`src/rtl/packet_planner_space_release_if.sv`:
```
// Planner <-> space-release bus: descriptor push, release pulses, pointer exchange.
interface packet_planner_space_release_if #(
  parameter int SPACE_GLB_PTR = 10,
  parameter int LEN_W         = 15,
  parameter int FIFO_DEPTH    = 16,
  parameter int MAX_REL       = 4
);
  localparam int REL_W  = $clog2(MAX_REL + 1);
  localparam int PEND_W = $clog2(FIFO_DEPTH + 1);

  logic [SPACE_GLB_PTR-1:0] PKT_ADDR;
  logic [LEN_W-1:0]         PKT_LEN;
  logic                     PKT_VLD;
  logic                     PKT_RDY;
  logic [REL_W-1:0]         REL_CNT;
  logic                     REL_VLD;
  logic [SPACE_GLB_PTR-1:0] SPACE_GLB_WR_PTR;
  logic [SPACE_GLB_PTR-1:0] SPACE_GLB_RD_PTR;
  logic [PEND_W-1:0]        PEND_CNT;
  logic                     ERR;

  // planner / buffer-reader side
  modport master (
    output PKT_ADDR, PKT_LEN, PKT_VLD, REL_CNT, REL_VLD, SPACE_GLB_WR_PTR,
    input  PKT_RDY, SPACE_GLB_RD_PTR, PEND_CNT, ERR
  );

  // space-release block side
  modport slave (
    input  PKT_ADDR, PKT_LEN, PKT_VLD, REL_CNT, REL_VLD, SPACE_GLB_WR_PTR,
    output PKT_RDY, SPACE_GLB_RD_PTR, PEND_CNT, ERR
  );
endinterface

```
`src/rtl/packet_planner_space_release.sv`:
```
// Space release for the packet planner: queues block-granular packet end
// pointers and advances SPACE_GLB_RD_PTR one packet per cycle as the buffer
// reader reports in-order completions.
// Optional build macro: PACKET_PLANNER_REL_CHECK_EN enables the sticky ERR
// checker (pending overflow, popped END outside the free region).
module packet_planner_space_release #(
  parameter int SPACE_GLB_PTR = 10,
  parameter int BLOCK_SIZE    = 8,
  parameter int LEN_W         = 15,
  parameter int FIFO_DEPTH    = 16,
  parameter int MAX_REL       = 4
) (
  input  logic                          CLK,
  input  logic                          RESET,
  packet_planner_space_release_if.slave bus
);
  localparam int P      = SPACE_GLB_PTR;
  localparam int BLK_SH = $clog2(BLOCK_SIZE);
  localparam int AW     = $clog2(FIFO_DEPTH);
  localparam int CW     = $clog2(FIFO_DEPTH + 1);
  localparam int RW     = $clog2(MAX_REL + 1);

  logic [P-1:0]     end_mem [FIFO_DEPTH];
  logic [AW-1:0]    wr_idx, rd_idx;
  logic [CW-1:0]    occ, occ_nxt;
  logic             rdy_q;
  logic [CW-1:0]    pend, pend_nxt;
  logic [CW:0]      pend_sum;
  logic             sat;
  logic [RW-1:0]    rel_add;
  logic [P-1:0]     rd_ptr;
  logic             push, pop;
  logic [LEN_W:0]   len_rnd, len_blk;
  logic [P-1:0]     pkt_end;

  // END pointer: round length up to whole blocks by add-then-shift
  always_comb begin
    len_rnd = {1'b0, bus.PKT_LEN} + (LEN_W+1)'(BLOCK_SIZE - 1);
    len_blk = len_rnd >> BLK_SH;
    pkt_end = bus.PKT_ADDR + P'(len_blk);
  end

  // handshake, pop decision and next-state arithmetic
  always_comb begin
    push     = bus.PKT_VLD & rdy_q;
    // pop only looks at registered occupancy, so a fresh push waits a cycle
    pop      = (pend != '0) & (occ != '0);
    rel_add  = bus.REL_VLD ? bus.REL_CNT : '0;
    pend_sum = (CW+1)'(pend) + (CW+1)'(rel_add) - (CW+1)'(pop);
    sat      = pend_sum > (CW+1)'(FIFO_DEPTH);
    pend_nxt = sat ? CW'(FIFO_DEPTH) : pend_sum[CW-1:0];
    occ_nxt  = occ + CW'(push) - CW'(pop);
  end

  // descriptor storage; contents are don't-care until written
  always_ff @(posedge CLK) begin
    if (push) end_mem[wr_idx] <= pkt_end;
  end

  // FIFO pointers, pending count, registered ready and read pointer
  always_ff @(posedge CLK or posedge RESET) begin
    if (RESET) begin
      wr_idx <= '0;
      rd_idx <= '0;
      occ    <= '0;
      rdy_q  <= 1'b0;
      pend   <= '0;
      rd_ptr <= '0;
    end else begin
      if (push) wr_idx <= wr_idx + 1'b1;
      if (pop) begin
        rd_idx <= rd_idx + 1'b1;
        rd_ptr <= end_mem[rd_idx];
      end
      occ   <= occ_nxt;
      rdy_q <= occ_nxt != CW'(FIFO_DEPTH);
      pend  <= pend_nxt;
    end
  end

  assign bus.PKT_RDY          = rdy_q;
  assign bus.SPACE_GLB_RD_PTR = rd_ptr;
  assign bus.PEND_CNT         = pend;

`ifdef PACKET_PLANNER_REL_CHECK_EN
  logic         err_q;
  logic [P-1:0] head_dist, free_dist;

  // ring distances from the current read pointer
  always_comb begin
    head_dist = end_mem[rd_idx] - rd_ptr;
    free_dist = bus.SPACE_GLB_WR_PTR - rd_ptr;
  end

  // sticky error: pending overflow or popped END past the write pointer
  always_ff @(posedge CLK or posedge RESET) begin
    if (RESET)                                     err_q <= 1'b0;
    else if (sat || (pop && head_dist > free_dist)) err_q <= 1'b1;
  end

  assign bus.ERR = err_q;
`else
  logic [P-1:0] unused_wr_ptr;
  assign unused_wr_ptr = bus.SPACE_GLB_WR_PTR;
  assign bus.ERR       = 1'b0;
`endif
endmodule

```
`src/flat_wrapper.sv`:
```
// flat-port wrapper written by rule: the top's interface ports become plain ports
module packet_planner_space_release_flat 
#(
  parameter int SPACE_GLB_PTR = 10,
  parameter int BLOCK_SIZE    = 8,
  parameter int LEN_W         = 15,
  parameter int FIFO_DEPTH    = 16,
  parameter int MAX_REL       = 4
)
  (CLK, RESET, bus_PKT_ADDR, bus_PKT_LEN, bus_PKT_VLD, bus_REL_CNT, bus_REL_VLD, bus_SPACE_GLB_WR_PTR, bus_PKT_RDY, bus_SPACE_GLB_RD_PTR, bus_PEND_CNT, bus_ERR);
  packet_planner_space_release_if #(.SPACE_GLB_PTR(SPACE_GLB_PTR), .LEN_W(LEN_W), .FIFO_DEPTH(FIFO_DEPTH), .MAX_REL(MAX_REL)) bus_i ();
  input  logic CLK;
  input  logic RESET;
  input wire logic [$bits(bus_i.PKT_ADDR)-1:0] bus_PKT_ADDR;
  input wire logic [$bits(bus_i.PKT_LEN)-1:0] bus_PKT_LEN;
  input wire logic [$bits(bus_i.PKT_VLD)-1:0] bus_PKT_VLD;
  input wire logic [$bits(bus_i.REL_CNT)-1:0] bus_REL_CNT;
  input wire logic [$bits(bus_i.REL_VLD)-1:0] bus_REL_VLD;
  input wire logic [$bits(bus_i.SPACE_GLB_WR_PTR)-1:0] bus_SPACE_GLB_WR_PTR;
  output wire logic [$bits(bus_i.PKT_RDY)-1:0] bus_PKT_RDY;
  output wire logic [$bits(bus_i.SPACE_GLB_RD_PTR)-1:0] bus_SPACE_GLB_RD_PTR;
  output wire logic [$bits(bus_i.PEND_CNT)-1:0] bus_PEND_CNT;
  output wire logic [$bits(bus_i.ERR)-1:0] bus_ERR;
  assign bus_i.PKT_ADDR = bus_PKT_ADDR;
  assign bus_i.PKT_LEN = bus_PKT_LEN;
  assign bus_i.PKT_VLD = bus_PKT_VLD;
  assign bus_i.REL_CNT = bus_REL_CNT;
  assign bus_i.REL_VLD = bus_REL_VLD;
  assign bus_i.SPACE_GLB_WR_PTR = bus_SPACE_GLB_WR_PTR;
  assign bus_PKT_RDY = bus_i.PKT_RDY;
  assign bus_SPACE_GLB_RD_PTR = bus_i.SPACE_GLB_RD_PTR;
  assign bus_PEND_CNT = bus_i.PEND_CNT;
  assign bus_ERR = bus_i.ERR;
  packet_planner_space_release #(.SPACE_GLB_PTR(SPACE_GLB_PTR), .BLOCK_SIZE(BLOCK_SIZE), .LEN_W(LEN_W), .FIFO_DEPTH(FIFO_DEPTH), .MAX_REL(MAX_REL)) u_core (.CLK(CLK), .RESET(RESET), .bus(bus_i));
endmodule
```
`config.mk`:
```
export PLATFORM = sky130hd
export DESIGN_NAME = packet_planner_space_release_flat
export DESIGN_NICKNAME = d
export VERILOG_FILES = /design/src/rtl/packet_planner_space_release_if.sv /design/src/rtl/packet_planner_space_release.sv /design/src/flat_wrapper.sv
export SDC_FILE = /design/constraint.sdc
export NUM_CORES = 1
export LEC_CHECK = 0
export ABC_AREA = 1
export BUFFER_PORTS_ARGS = -buffer_cell sky130_fd_sc_hd__buf_4
export CAP_MARGIN = 20
export CELL_PAD_IN_SITES_DETAIL_PLACEMENT = 1
export CELL_PAD_IN_SITES_GLOBAL_PLACEMENT = 1
export CORE_MARGIN = 8
export CORE_UTILIZATION = 51
export DETAILED_ROUTE_END_ITERATION = 6
export PLACE_DENSITY_LB_ADDON = 0.1
export SYNTH_ARGS = -nofsm -noshare
export SYNTH_HDL_FRONTEND = slang
export SYNTH_SLANG_ARGS = --single-unit
```
`constraint.sdc`:
```
create_clock -name CLK -period 4.97 [get_ports CLK]
set_clock_uncertainty 0.2 [all_clocks]
set_input_delay 0.497 -clock CLK [delete_from_list [all_inputs] [get_ports CLK]]
set_output_delay 0.497 -clock CLK [all_outputs]
set_load 0.005 [all_outputs]
```
; ---- Word level (Yosys, flattened, before mapping)
; Memory sizes are Yosys's and may differ from the RTL's. A register that Yosys moved wholly into a read port is not among the register bits.
; Cells that the tools add are included.
[op_classes]
addsub = 8
order_cmp = 1
n_eq_ne = 1
mux = 4
bitwise = 2
n_reduce_logical = 2
[ops]
columns = op, n
row1 = $add A13 B3 Y13 const B, 1
row2 = $add A10 B10 Y10, 1
row3 = $reduce_bool A5 Y1, 2
row4 = $add A4 B1 Y4 const B, 2
row5 = $add A5 B3 Y6, 1
row6 = $gt A6 B5 Y1 const B, 1
row7 = $sub A6 B1 Y6, 1
row8 = $add A5 B1 Y5, 1
row9 = $mux W5, 1
row10 = $ne A5 B5 Y1 const B, 1
row11 = $sub A5 B1 Y5, 1
row12 = $mux W3, 1
row13 = $and A1 B1 Y1, 2
row14 = $mux W1, 2
[totals]
register_bits = 19
ram_bits = 160
inputBits = 42
output_inout_bits = 17
wordCells = 24
mem_count = 1
[memory_table]
columns = name, words, word_bits, rd, rd_clocked_by_memory_dff, write_ports, line
row1 = u_core.end_mem, 16, 10, 1, 1, 1, packet_planner_space_release.sv:23  ; logic [P-1:0] end_mem [FIFO_DEPTH];

; ---- Longest topological paths before layout
; Gate-level depths: netlist of the first run.
[logic_depth]
ltp_word = 5
depth_mapped = 18
ltp_nobuf = 17

; ---- Worst setup path before layout of the first run
; No wires, ideal clock.
[synth_path]
path_kind = input to register
start = in bus_PKT_LEN[1]
end = mem u_core.end_mem[0][8] in the netlist's numbering (data pin)
setup_time_ps = 289
arrival_time_ps = 2434
required_ps = 4481
setup_slack_ps = 2047
cell_stages = 12
path_buffers = 0
path_cell_list = inv_1 -> nand2_2 -> nand3_1 -> nor2_4 -> nand2_1 -> xor2_1 -> ha_1 -> inv_1 -> o21ai_0 -> nand3_1 -> nand3_1 -> xor2_1
[synth_between]
elab_chain_cells = 2
[synth_rtl]
columns = item, line
row1 = "start, declared", flat_wrapper.sv:15  ; input wire logic [$bits(bus_i.PKT_LEN)-1:0] bus_PKT_LEN;
row2 = $add A13 B3 Y13, packet_planner_space_release.sv:38  ; len_rnd = {1'b0, bus.PKT_LEN} + (LEN_W+1)'(BLOCK_SIZE - 1);
row3 = $add A10 B10 Y10, packet_planner_space_release.sv:40  ; pkt_end = bus.PKT_ADDR + P'(len_blk);
row4 = net u_core.pkt_end[8], packet_planner_space_release.sv:34  ; logic [P-1:0] pkt_end;
row5 = "end, declared", packet_planner_space_release.sv:23
; The timed path passes the listed nets, and every way through them passes these cells.

; ---- Worst setup path in the final report of the first run
[layout_path]
start = reg u_core.pend[4], in the netlist u_core.bus.PEND_CNT[4]
end = reg u_core.pend[0], in the netlist u_core.bus.PEND_CNT[0]
[layout_between]
elab_chain_cells = 5
word_cells_on_any_way = 6
classes_between = 2 x add/sub / 1 x order compare / 1 x mux / 1 x bitwise / 1 x reduce/logical
[layout_rtl]
columns = item, line
row1 = "start, declared", packet_planner_space_release.sv:27  ; logic [CW-1:0] pend, pend_nxt;
row2 = "start signal, assigned", packet_planner_space_release.sv:77  ; pend <= pend_nxt;
row3 = branches (longest 2 deep; another with $add A5 B3 Y6), -
row4 = $sub A6 B1 Y6 (*), packet_planner_space_release.sv:49  ; pend_sum = (CW+1)'(pend) + (CW+1)'(rel_add) - (CW+1)'(pop);
row5 = $gt A6 B5 Y1, packet_planner_space_release.sv:50  ; sat = pend_sum > (CW+1)'(FIFO_DEPTH);
row6 = $mux W5 (*), packet_planner_space_release.sv:51  ; pend_nxt = sat ? CW'(FIFO_DEPTH) : pend_sum[CW-1:0];
row7 = net u_core.pend_nxt[0], packet_planner_space_release.sv:27
; Mark *: on every way through the listed nets, which the timed path passes.
; A chain may end at the register's enable or synchronous reset.

==> results of run 1 <==
## stage by stage
| stage | std cells | hold slack, ps |
|---|---|---|
| final | 1261 | 169 |
| after global routing | 1261 | 183 |
| after CTS | 1258 | 161 |
| after detailed placement | 1225 | 267 |
| after global placement | 1225 | 268 |
| after floorplan | 978 | 272 |
## state kept, by name (all words and copies together), names as in the netlist
name	cells
u_core.end_mem	160
u_core.bus.SPACE_GLB_RD_PTR	10
u_core.bus.PEND_CNT	5
u_core.occ	5
u_core.rd_idx	4
u_core.wr_idx	4
u_core.bus.PKT_RDY	1
## what timing repair did
item                                   4_1_cts  5_1_grt
setup endpoints to repair                    0        0
endpoints found under the hold margin       29        0
hold buffers                                 1        0
setup buffers                                0        0
## worst max-delay path: stages (launching register included)
cell and delay [ps]:
dfrtp_1 420, nor3_1 200, nand3_1 150, nand2_1 350
inv_1 360, ha_1 380, inv_1 80, ha_1 260
fa_1 450, inv_1 90, nand2_1 90, nor2_1 160
nand3_1 90, nand2_1 70, nand2_1 130, nor2_1 130
## power groups by stage
stage                     logic (mW)  registers [mW]  clock network [mW]
final                           2.43            2.27                1.35
after global routing            2.71            2.30                1.42
after CTS                       2.44            2.27                1.36
after detailed placement        2.39            2.30                   0
after global placement          2.27            2.29                   0
after floorplan                 1.72            2.19                   0
## cell usage in the layout, fill, tap and decap left out, types with 9 or more instances in the layout
| cell | Yosys | routed |
|---|---|---|
| nand2_1 | 304 | 304 |
| inv_1 | 184 | 184 |
| edfxtp_1 | 160 | 160 |
| nand3_1 | 143 | 143 |
| buf_4 | 5 | 55 |
| nor2_1 | 33 | 33 |
| ha_1 | 28 | 28 |
| dfrtp_1 | 29 | 28 |
| xor2_1 | 21 | 21 |
| clkbuf_16 | 0 | 17 |
| a21oi_1 | 9 | 9 |
## worst min path at each step
stage,startpoint,end,slack (ps)
floorplan,u_core.bus.SPACE_GLB_RD_PTR[0]$_DFFE_PP0P_,u_core.bus.SPACE_GLB_RD_PTR[0]$_DFFE_PP0P_,270
finish,bus_PKT_VLD,u_core.wr_idx[0]$_DFFE_PP0P_,170
global placement,u_core.bus.SPACE_GLB_RD_PTR[2]$_DFFE_PP0P_,u_core.bus.SPACE_GLB_RD_PTR[2]$_DFFE_PP0P_,270
global route,bus_PKT_VLD,u_core.wr_idx[0]$_DFFE_PP0P_,180
detailed placement,u_core.bus.SPACE_GLB_RD_PTR[1]$_DFFE_PP0P_,u_core.bus.SPACE_GLB_RD_PTR[1]$_DFFE_PP0P_,270
CTS,bus_PKT_VLD,u_core.wr_idx[0]$_DFFE_PP0P_,160
## cells by family (layout without fill, tap and decap cells)
family          after synthesis  after routing  share of synthesized area, %
compound gates               20             20                          1.19
simple gates                490            490                          22.1
xor+xnor                     25             25                          2.36
other cells                   1              1                        0.0405
fa+ha+maj                    31             31                          4.43
flops                       189            189                          59.7
buf+inv                     222            276                          10.2
## per-layer routing
metal / share of wire [%] / up-vias / global-route usage (%)
met3: 3.8 / 38 / 3.28
met2: 53 / 167 / 41.1
met4: 2.7 / 0 / 9.15
met1: 41 / 3305 / 27.3
met5: 0 / - / 0
li1: - / 3176 / -
## synth_stat cells, types with 2 or more instances
| cell type | n |
|---|---|
| ha_1 | 28 |
| buf_4 | 5 |
| buf_1 | 2 |
| dfrtp_1 | 29 |
| buf_6 | 9 |
| buf_2 | 16 |
| clkbuf_1 | 3 |
| fa_1 | 3 |
| nand2_1 | 304 |
| nand3_1 | 143 |
| inv_1 | 184 |
| edfxtp_1 | 160 |
| xnor2_1 | 4 |
| o21bai_1 | 2 |
| nor3_1 | 4 |
| o21ai_0 | 6 |
| a21oi_1 | 9 |
| nor2_1 | 33 |
| xor2_1 | 21 |
| nand4_1 | 2 |
## area by class of cell
cell class	count	area (µm²)	share of cell area, %
multi-input combinational	567	2800	27.1
sequential	189	5530	53.5
tap	229	287	2.77
clock inverter	11	118	1.14
inverter	187	707	6.84
timing repair buffer	57	434	4.20
clock buffer	21	460	4.46
==> impl_metrics.toml, run 1 <==
[outcome]
run_status = "finished, final reports clean"

[power_and_ir_drop]
p_comb_share_pct = 40.2
max-vdd-ir-drop_mv = 0.563
p_int_mw = 3.57
leakagePower_nw = 4.80
p_per_area_mw_per_mm2 = 585
switching_share_pct = 40.9
clkPwrFrac_pct = 22.3
p_sw_mw = 2.47
seqPwrFrac_pct = 37.5
power_mw = 6.04

[place]
placed_area_mm2 = 0.00972
hpwl_um = 15500
place.gp.congestion = 0.778
place_ws_ps = 1400
portBuffers = 45

[worst_hold_path]
worstHoldPathType = "in2reg"
whs_path_depth = 3

[synth]
ys_types = 31
yosys_warnings = 0
syn-cell-area_mm2 = 0.00926
syn_avg_cell_area_um2 = 9.47
yosys_register_bits = 189
synthCells = 978
synth_edf_count = 160
yosysSeqAreaShare_pct = 59.7
synth.top_cell.area_share_pct = 51.9
async_reset_ff_share_pct = 15.3
synth_flop_cell = "edfxtp_1"
ys_top_cells_by_area = "edfxtp_1 52%, nand2_1 12%, dfrtp_1 7.8%"
yosysTopAreaCell = "edfxtp_1"
syn_nets = 1051

[floorplan]
core_area_mm2 = 0.0179
initial_core_util_pct = 51.7
row_count = 49
die_w_um = 151
pin_count = 59
die-area_mm2 = 0.0227
die_y_um = 151

[grt]
grt_max_degree = 82
grt-ovfl-total = 0
antenna_found_initial = 0
grt_pass1_vias = 7194
grt_pass1_wl_um = 38700
grt_usage_pct = 23.0

[critical_path]
worstPathMaxFanout = 17
critical_path_required_ps = 5130
cp-endpoint = "u_core.bus.PEND_CNT[0]$_DFF_PP0_"
ff2ff_path_depth = 15
timing.rr.start = "u_core.bus.PEND_CNT[4]$_DFF_PP0_"
crit_path_start_kind = "flip-flop"
startpoint = "u_core.bus.PEND_CNT[4]$_DFF_PP0_"
setup.worst_path.class = "reg2reg"
cp_data_arrival_time_ps = 3840
r2r_end = "u_core.bus.PEND_CNT[0]$_DFF_PP0_"
crit_path_end_kind = "flip-flop"
rrSetupSlack_ps = 1290

[clock_network]
numCtsBuffers = 17
clock_path_buffers = 2
cts_resized = 0
clkTransAtPathRegs_ps = 70
cts_root_buf = "clkbuf_16"
h-tree-depth = 4
clock-sinks = 189
clk_latency_ps = 440
cts_tree = "done"

[timing]
fin_crit_sh_pct = 74.0
rsz0062_at_grt = "false"
fmax_ghz = 0.272
worstMarginPinSlew_ps = 1100
hold_viol = 0
finalSetupViolCount = 0
slew_violations = 0
period_needed_ps = 3680
worst_slack_ps = 1290
relSlewSlack_pct = 26.2
fin_setup_tns_ps = 0

[route]
routed_wl_um = 24700
drt-pass1-iter-count = 4
drtIter0Drc = 439
num_vias = 6686
detail_route.vias_per_cell = 5.30
wl_per_cell_um = 19.6
antenna_left = 0
drc_errors = 0

[flow_run]
drv_cap = 0

[finish]
final_layout_size_suffix_gt1_share_pct = 8.82
design_area_mm2 = 0.0103
post-route-util_pct = 57.7
fillCellCount = 2028
area_growth_pct = 11.5
nets = 1092
antenna_cells = 0
Note: power is estimated with default switching activity, not from simulation.
==> inputs of run 2 (changes only) <==
--- a/config.mk
+++ b/config.mk
@@ -5,13 +5,13 @@
 export SDC_FILE = /design/constraint.sdc
 export NUM_CORES = 1
 export LEC_CHECK = 0
-export ABC_AREA = 1
+export ABC_AREA = 0
 export BUFFER_PORTS_ARGS = -buffer_cell sky130_fd_sc_hd__buf_4
 export CAP_MARGIN = 20
 export CELL_PAD_IN_SITES_DETAIL_PLACEMENT = 1
 export CELL_PAD_IN_SITES_GLOBAL_PLACEMENT = 1
 export CORE_MARGIN = 8
-export CORE_UTILIZATION = 51
+export CORE_UTILIZATION = 47
 export DETAILED_ROUTE_END_ITERATION = 6
 export PLACE_DENSITY_LB_ADDON = 0.1
 export SYNTH_ARGS = -nofsm -noshare
==> constraint.sdc (replaced) <==
create_clock -name CLK -period 3.28 [get_ports CLK]
set_clock_uncertainty 0.2 [all_clocks]
set_input_delay 0.328 -clock CLK [delete_from_list [all_inputs] [get_ports CLK]]
set_output_delay 0.328 -clock CLK [all_outputs]
set_load 0.005 [all_outputs]
==> run 2 against run 1 <==
- via count decreased by 32%
- largest cell class unchanged
- cell count is 35% lower
- first-iteration DRC count is 51% lower
- sequential share of layout area grew 2.3 points
==> impl_metrics.toml, run 2 <==
[place]
dpl.cell_count = 782
hpwl_um = 12300
portBuffers = 45
place_ws_ps = -415
place.gp.congestion = 0.733
placed_area_mm2 = 0.00921

[power_and_ir_drop]
p_per_area_mw_per_mm2 = 861
max-vdd-ir-drop_mv = 0.463
leakagePower_nw = 3.68

[synth]
syn_avg_cell_area_um2 = 17.4
synthCells = 488
synth_flop_cell = "edfxtp_1"
synthMostInstantiatedCell = "edfxtp_1"
yosysTopAreaCell = "edfxtp_1"
async_reset_ff_share_pct = 15.3
yosys_register_bits = 189
synth_common_cells = "160 x edfxtp_1, 29 x dfrtp_1, 28 x ha_1, 28 x inv_1"
yosysSeqAreaShare_pct = 65.3
synth_edf_count = 160
synth.top_cell.area_share_pct = 56.7
yosys_warnings = 0
ys_top_cells_by_area = "edfxtp_1 57%, dfrtp_1 8.6%, mux4_1 7.4%"
ys_types = 50
syn-cell-area_mm2 = 0.00847
syn_nets = 561

[timing]
fmax_ghz = 0.319
fin_crit_sh_pct = 95.4
finalSetupViolCount = 0
worst_slack_ps = 150
worstMarginPinSlew_ps = 840
relSlewSlack_pct = 44.0
slew_violations = 0
fin_setup_tns_ps = 0
hold_viol = 0
hold_slack_ps = 63.6
period_needed_ps = 3130

[finish]
final_cell_mix = "160 x edfxtp_1, 87 x buf_4, 29 x dfrtp_1, 27 x ha_1, 26 x inv_1"
top_register = "u_core.end_mem"
largest_register_ffs = 160
antenna_cells = 0
nets = 654
layout_commonest_cell = "edfxtp_1"
stdcell_count = 823
area_growth_pct = 16.9
final_layout_size_suffix_gt1_share_pct = 27.4
design_area_mm2 = 0.00991
fillCellCount = 1647

[critical_path]
cp_data_arrival_time_ps = 3280
cp_slowest_cell = "dfrtp_1"
ff2ff_path_depth = 14
path_cells = "inv_2, ha_1, nor4b_4, a21oi_2, ha_1, inv_1, ha_2, fa_2, a21o_1, a211oi_2, a41oi_2, a2bb2oi_2, buf_4, a211oi_2"
cpPeakStageDelay_ps = 400
timing.rr.start = "u_core.occ[3]$_DFF_PP0_"
r2r_end = "u_core.bus.PEND_CNT[3]$_DFF_PP0_"
setup.worst_path.class = "reg2reg"
worstPathMaxFanout = 5
cp_num_buf_inv = 3
cpLargestDelayFamily = "adder cells"
crit_path_end_kind = "flip-flop"
rrSetupSlack_ps = 150
crit_path_start_kind = "flip-flop"
critical_path_required_ps = 3430

[worst_hold_path]
worstHoldStart = "bus_PKT_VLD"
holdPathEnd = "u_core.wr_idx[0]$_DFFE_PP0P_"
worstHoldPathType = "in2reg"
whs_path_depth = 3

[grt]
grt_usage_pct = 17.0
grt_pass1_vias = 5007
antenna_found_initial = 0
grt_max_degree = 30
grt-ovfl-total = 0
grt_pass1_wl_um = 28400

[route]
dr_wl_met3_um = 715
drtIter0Drc = 215
antenna_left = 0
detail_route.vias_per_cell = 5.56
wl_per_cell_um = 22.1
drc_errors = 0
wl_met1_um = 7870
routed_wl_um = 18200
routed.top_layer = "met4"
num_vias = 4575
drt-pass1-iter-count = 4
wl_met2_um = 9300

[clock_network]
h-tree-depth = 4
clk_latency_ps = 430
clock_path_buffers = 2
clkTransAtPathRegs_ps = 70
clock-sinks = 189
cts_tree = "done"
numCtsBuffers = 17
cts_root_buf = "clkbuf_16"

[floorplan]
die-area_mm2 = 0.0226
core_area_mm2 = 0.0178
die_w_um = 150
initial_core_util_pct = 47.5
pin_count = 59
row_count = 49
die_y_um = 150

[outcome]
run_status = "finished, final reports clean"

[flow_run]
drv_cap = 0
-- run 2: cell count changes in the layout (fill, tap and decap cells not counted), sizes merged, moves of 20 or more --
cell / delta
nand2: -293
nor2: -23
buf: +34
mux4: +40
inv: -152
nand3: -135
xnor2: +20
-- run 2: metal layers --
layer  GRT usage [%]  vias up
met4            5.55        0
met1            20.9     2368
met5               0        -
met2            29.6       84
met3            3.55       27
li1                -     2096
-- run 2: power breakdown --
part	internal (mW)	leakage [nW]	switching (mW)	total, mW
combinational	1.51	1.61	1.53	3.04
sequential	3.14	1.78	0.340	3.48
clock	1.07	0.283	0.937	2.01
-- run 2: logic make-up (layout without fill, tap and decap cells) --
kind of cell             Yosys count  in the layout  synth area share, %
flip-flops                       189            189                 65.3
adder cells (fa/ha/maj)           31             31                 4.84
other                              1              1               0.0443
XOR/XNOR                          31             31                 3.20
buffers and inverters             45            151                 3.56
AND/OR/NAND/NOR                   82             82                 5.43
multiplexers                      51             51                 13.1
AO/OA/AOI/OAI                     58             58                 4.52
-- run 2: final cells by class --
type	count	area (µm²)	area share, %
inverter	28	105	1.06
tap	229	287	2.89
timing repair buffer	91	714	7.21
clock inverter	15	153	1.54
sequential	189	5530	55.8
multi-input combinational	254	2690	27.2
clock buffer	17	425	4.29
-- run 2: worst max path at each step --
stage          cells after the start                               end  slack (ps)                    start
5_1_grt                           15      u_core.bus.PKT_RDY$_DFF_PP0_         -20  u_core.occ[3]$_DFF_PP0_
2_1_floorplan                     14  u_core.bus.PEND_CNT[3]$_DFF_PP0_          10  u_core.occ[3]$_DFF_PP0_
6_report                          14  u_core.bus.PEND_CNT[3]$_DFF_PP0_         150  u_core.occ[3]$_DFF_PP0_
3_5_place_dp                      12   u_core.end_mem[15][9]$_DFFE_PP_        -420           bus_PKT_LEN[2]
3_3_place_gp                      12    u_core.end_mem[9][8]$_DFFE_PP_        -230           bus_PKT_LEN[2]
4_1_cts                           14  u_core.bus.PEND_CNT[3]$_DFF_PP0_           6  u_core.occ[2]$_DFF_PP0_
-- run 2: per-stage QoR --
step	util, %	power [mW]
after detailed placement	51.6	6.47
final	55.5	8.53
after global placement	51.6	6.32
after global routing	55.5	9.02
after CTS	55.0	8.53
after floorplan	-	5.55
-- run 2: what timing repair did --
action | in CTS | in global routing
hold endpoints to repair | 29 | 0
pin swaps | 0 | 4
endpoints found under the setup margin | 22 | 6
gates cloned | 0 | 0
resized for setup | 3 | 9
buffers inserted | 0 | 2
hold buffers | 1 | 0
-- run 2: worst register-to-register path, cell delays in order, from the launching register on --
cell and delay (ps):
dfrtp_1 400, inv_2 70, ha_1 150, nor4b_4 250
a21oi_2 80, ha_1 280, inv_1 40, ha_2 200
fa_2 370, a21o_1 220, a211oi_2 200, a41oi_2 60
a2bb2oi_2 180, buf_4 160, a211oi_2 180
==> inputs of run 3 (changes only) <==
--- a/config.mk
+++ b/config.mk
@@ -11,7 +11,7 @@
 export CELL_PAD_IN_SITES_DETAIL_PLACEMENT = 1
 export CELL_PAD_IN_SITES_GLOBAL_PLACEMENT = 1
 export CORE_MARGIN = 8
-export CORE_UTILIZATION = 47
+export CORE_UTILIZATION = 52
 export DETAILED_ROUTE_END_ITERATION = 6
 export PLACE_DENSITY_LB_ADDON = 0.1
 export SYNTH_ARGS = -nofsm -noshare
==> constraint.sdc (replaced) <==
create_clock -name CLK -period 3.3 [get_ports CLK]
set_clock_uncertainty 0.2 [all_clocks]
set_input_delay 0.33 -clock CLK [delete_from_list [all_inputs] [get_ports CLK]]
set_output_delay 0.33 -clock CLK [all_outputs]
set_load 0.005 [all_outputs]
==> run 3 against run 2 <==
- sequential power decreased by 3%
- routed wire length rose by 6.0%
- fmax is 3.3% lower
- clock power rose by 15%
- critical endpoint is now u_core.bus.PEND_CNT[0]$_DFF_PP0_
==> impl_metrics.toml, run 3 (synthesis gave the netlist of run 2 again) <==
[route]
num_vias = 4684
antenna_left = 0
wl_met2_um = 9870
wl_per_cell_um = 23.8
routed.top_layer = "met4"
wl_met1_um = 8080
drtIter0Drc = 314
detail_route.vias_per_cell = 5.80
drt-pass1-iter-count = 4
routed_wl_um = 19200
dr_wl_met3_um = 1000
drc_errors = 0

[finish]
area_growth_pct = 17.7
top_register = "u_core.end_mem"
antenna_cells = 0
nets = 651
final_cell_mix = "160 x edfxtp_1, 85 x buf_4, 29 x dfrtp_1, 26 x inv_1, 26 x ha_1"
post-route-util_pct = 62.8
final_layout_size_suffix_gt1_share_pct = 27.1
fillCellCount = 1459
largest_register_ffs = 160
layout_commonest_cell = "edfxtp_1"
stdcell_count = 807

[clock_network]
h-tree-depth = 4
clock_path_buffers = 2
cts_tree = "done"
numCtsBuffers = 17
cts_root_buf = "clkbuf_16"
clkTransAtPathRegs_ps = 70
clock-sinks = 189
clk_latency_ps = 440

[outcome]
run_status = "finished, final reports clean"

[timing]
finalSetupViolCount = 0
fin_crit_sh_pct = 98.0
period_needed_ps = 3240
worst_slack_ps = 64.6
worstMarginPinSlew_ps = 857
slew_violations = 0
fin_setup_tns_ps = 0
rsz0062_at_grt = "true"
hold_viol = 0
relSlewSlack_pct = 42.6
fmax_ghz = 0.309

[place]
portBuffers = 45
dpl.cell_count = 765
place_ws_ps = -507
place.gp.congestion = 0.735
hpwl_um = 12500

[grt]
grt_max_degree = 34
grt_pass1_wl_um = 29300
grt-ovfl-total = 0
grt_pass1_vias = 5139
grt_usage_pct = 19.5
antenna_found_initial = 0

[critical_path]
worstPathMaxFanout = 4
crit_path_start_kind = "flip-flop"
setup.worst_path.class = "reg2reg"
cp_data_arrival_time_ps = 3380
crit_path_end_kind = "flip-flop"
critical_path_required_ps = 3440

[power_and_ir_drop]
max-vdd-ir-drop_mv = 0.464
power_mw = 8.91
p_per_area_mw_per_mm2 = 893
leakagePower_nw = 3.71

[floorplan]
die_w_um = 144
die_y_um = 144
core_area_mm2 = 0.0159
row_count = 46
die-area_mm2 = 0.0206
initial_core_util_pct = 53.3
pin_count = 59

[flow_run]
drv_cap = 0

[worst_hold_path]
worstHoldPathType = "in2reg"
-- run 3: final cells by class --
type                            instances  area, µm²  share of cell area (%)
Multi-Input combinational cell        254       2710                    27.2
Timing Repair Buffer                   88        688                    6.90
Clock inverter                         14        241                    2.42
Clock buffer                           18        429                    4.30
Sequential cell                       189       5530                    55.4
Inverter                               28        105                    1.05
Tap cell                              216        270                    2.71
-- run 3: per-stage QoR --
step | area, µm² | hold WS, ps
4_1_cts | 9860 | 63.4
2_1_floorplan | 8470 | 208
5_1_grt | 9980 | 124
3_5_place_dp | 9150 | 267
6_report | 9980 | 76.2
3_3_place_gp | 9150 | 256
-- run 3: path summary, 6_finish.rpt --
kind | start | endpoint | slack (ps) | cells after the start
min in group asynchronous | RESET | u_core.bus.SPACE_GLB_RD_PTR[5]$_DFFE_PP0P_ | 370 | 4
worst min-delay path | bus_PKT_VLD | u_core.wr_idx[0]$_DFFE_PP0P_ | 80 | 3
worst max register to register | u_core.occ[3]$_DFF_PP0_ | u_core.bus.PEND_CNT[0]$_DFF_PP0_ | 60 | 14
worst max-delay path | u_core.occ[3]$_DFF_PP0_ | u_core.bus.PEND_CNT[0]$_DFF_PP0_ | 60 | 14
worst min register to register | u_core.wr_idx[2]$_DFFE_PP0P_ | u_core.wr_idx[2]$_DFFE_PP0P_ | 330 | 1
max in group asynchronous | RESET | u_core.rd_idx[3]$_DFFE_PP0P_ | 2220 | 4
-- run 3: what timing repair did --
action,4_1_cts,5_1_grt
gates resized for setup,5,12
hold buffers,1,0
setup endpoints to repair,39,6
pin swaps,0,8
hold endpoints to repair,29,0
buffers inserted,0,5
-- run 3: critical path, stage by stage (launching register included) --
cell,delay [ps]
dfrtp_1,420
inv_2,80
ha_2,170
nor4b_4,270
a21oi_2,100
ha_1,300
inv_1,70
ha_4,170
fa_2,360
a21o_1,220
a211oi_2,240
a41oi_2,60
a2bb2oi_2,180
buf_4,160
nor2b_1,150
-- run 3: power by group --
part           internal, mW  switching [mW]
combinational          1.54            1.67
sequential             3.13           0.260
clock                  1.43           0.893
total                  6.09            2.82
-- run 3: layer usage --
layer / GRT usage, % / up-vias
li1: - / 2093
met5: 0 / -
met1: 24.1 / 2443
met3: 4.64 / 23
met2: 33.1 / 125
met4: 6.81 / 0
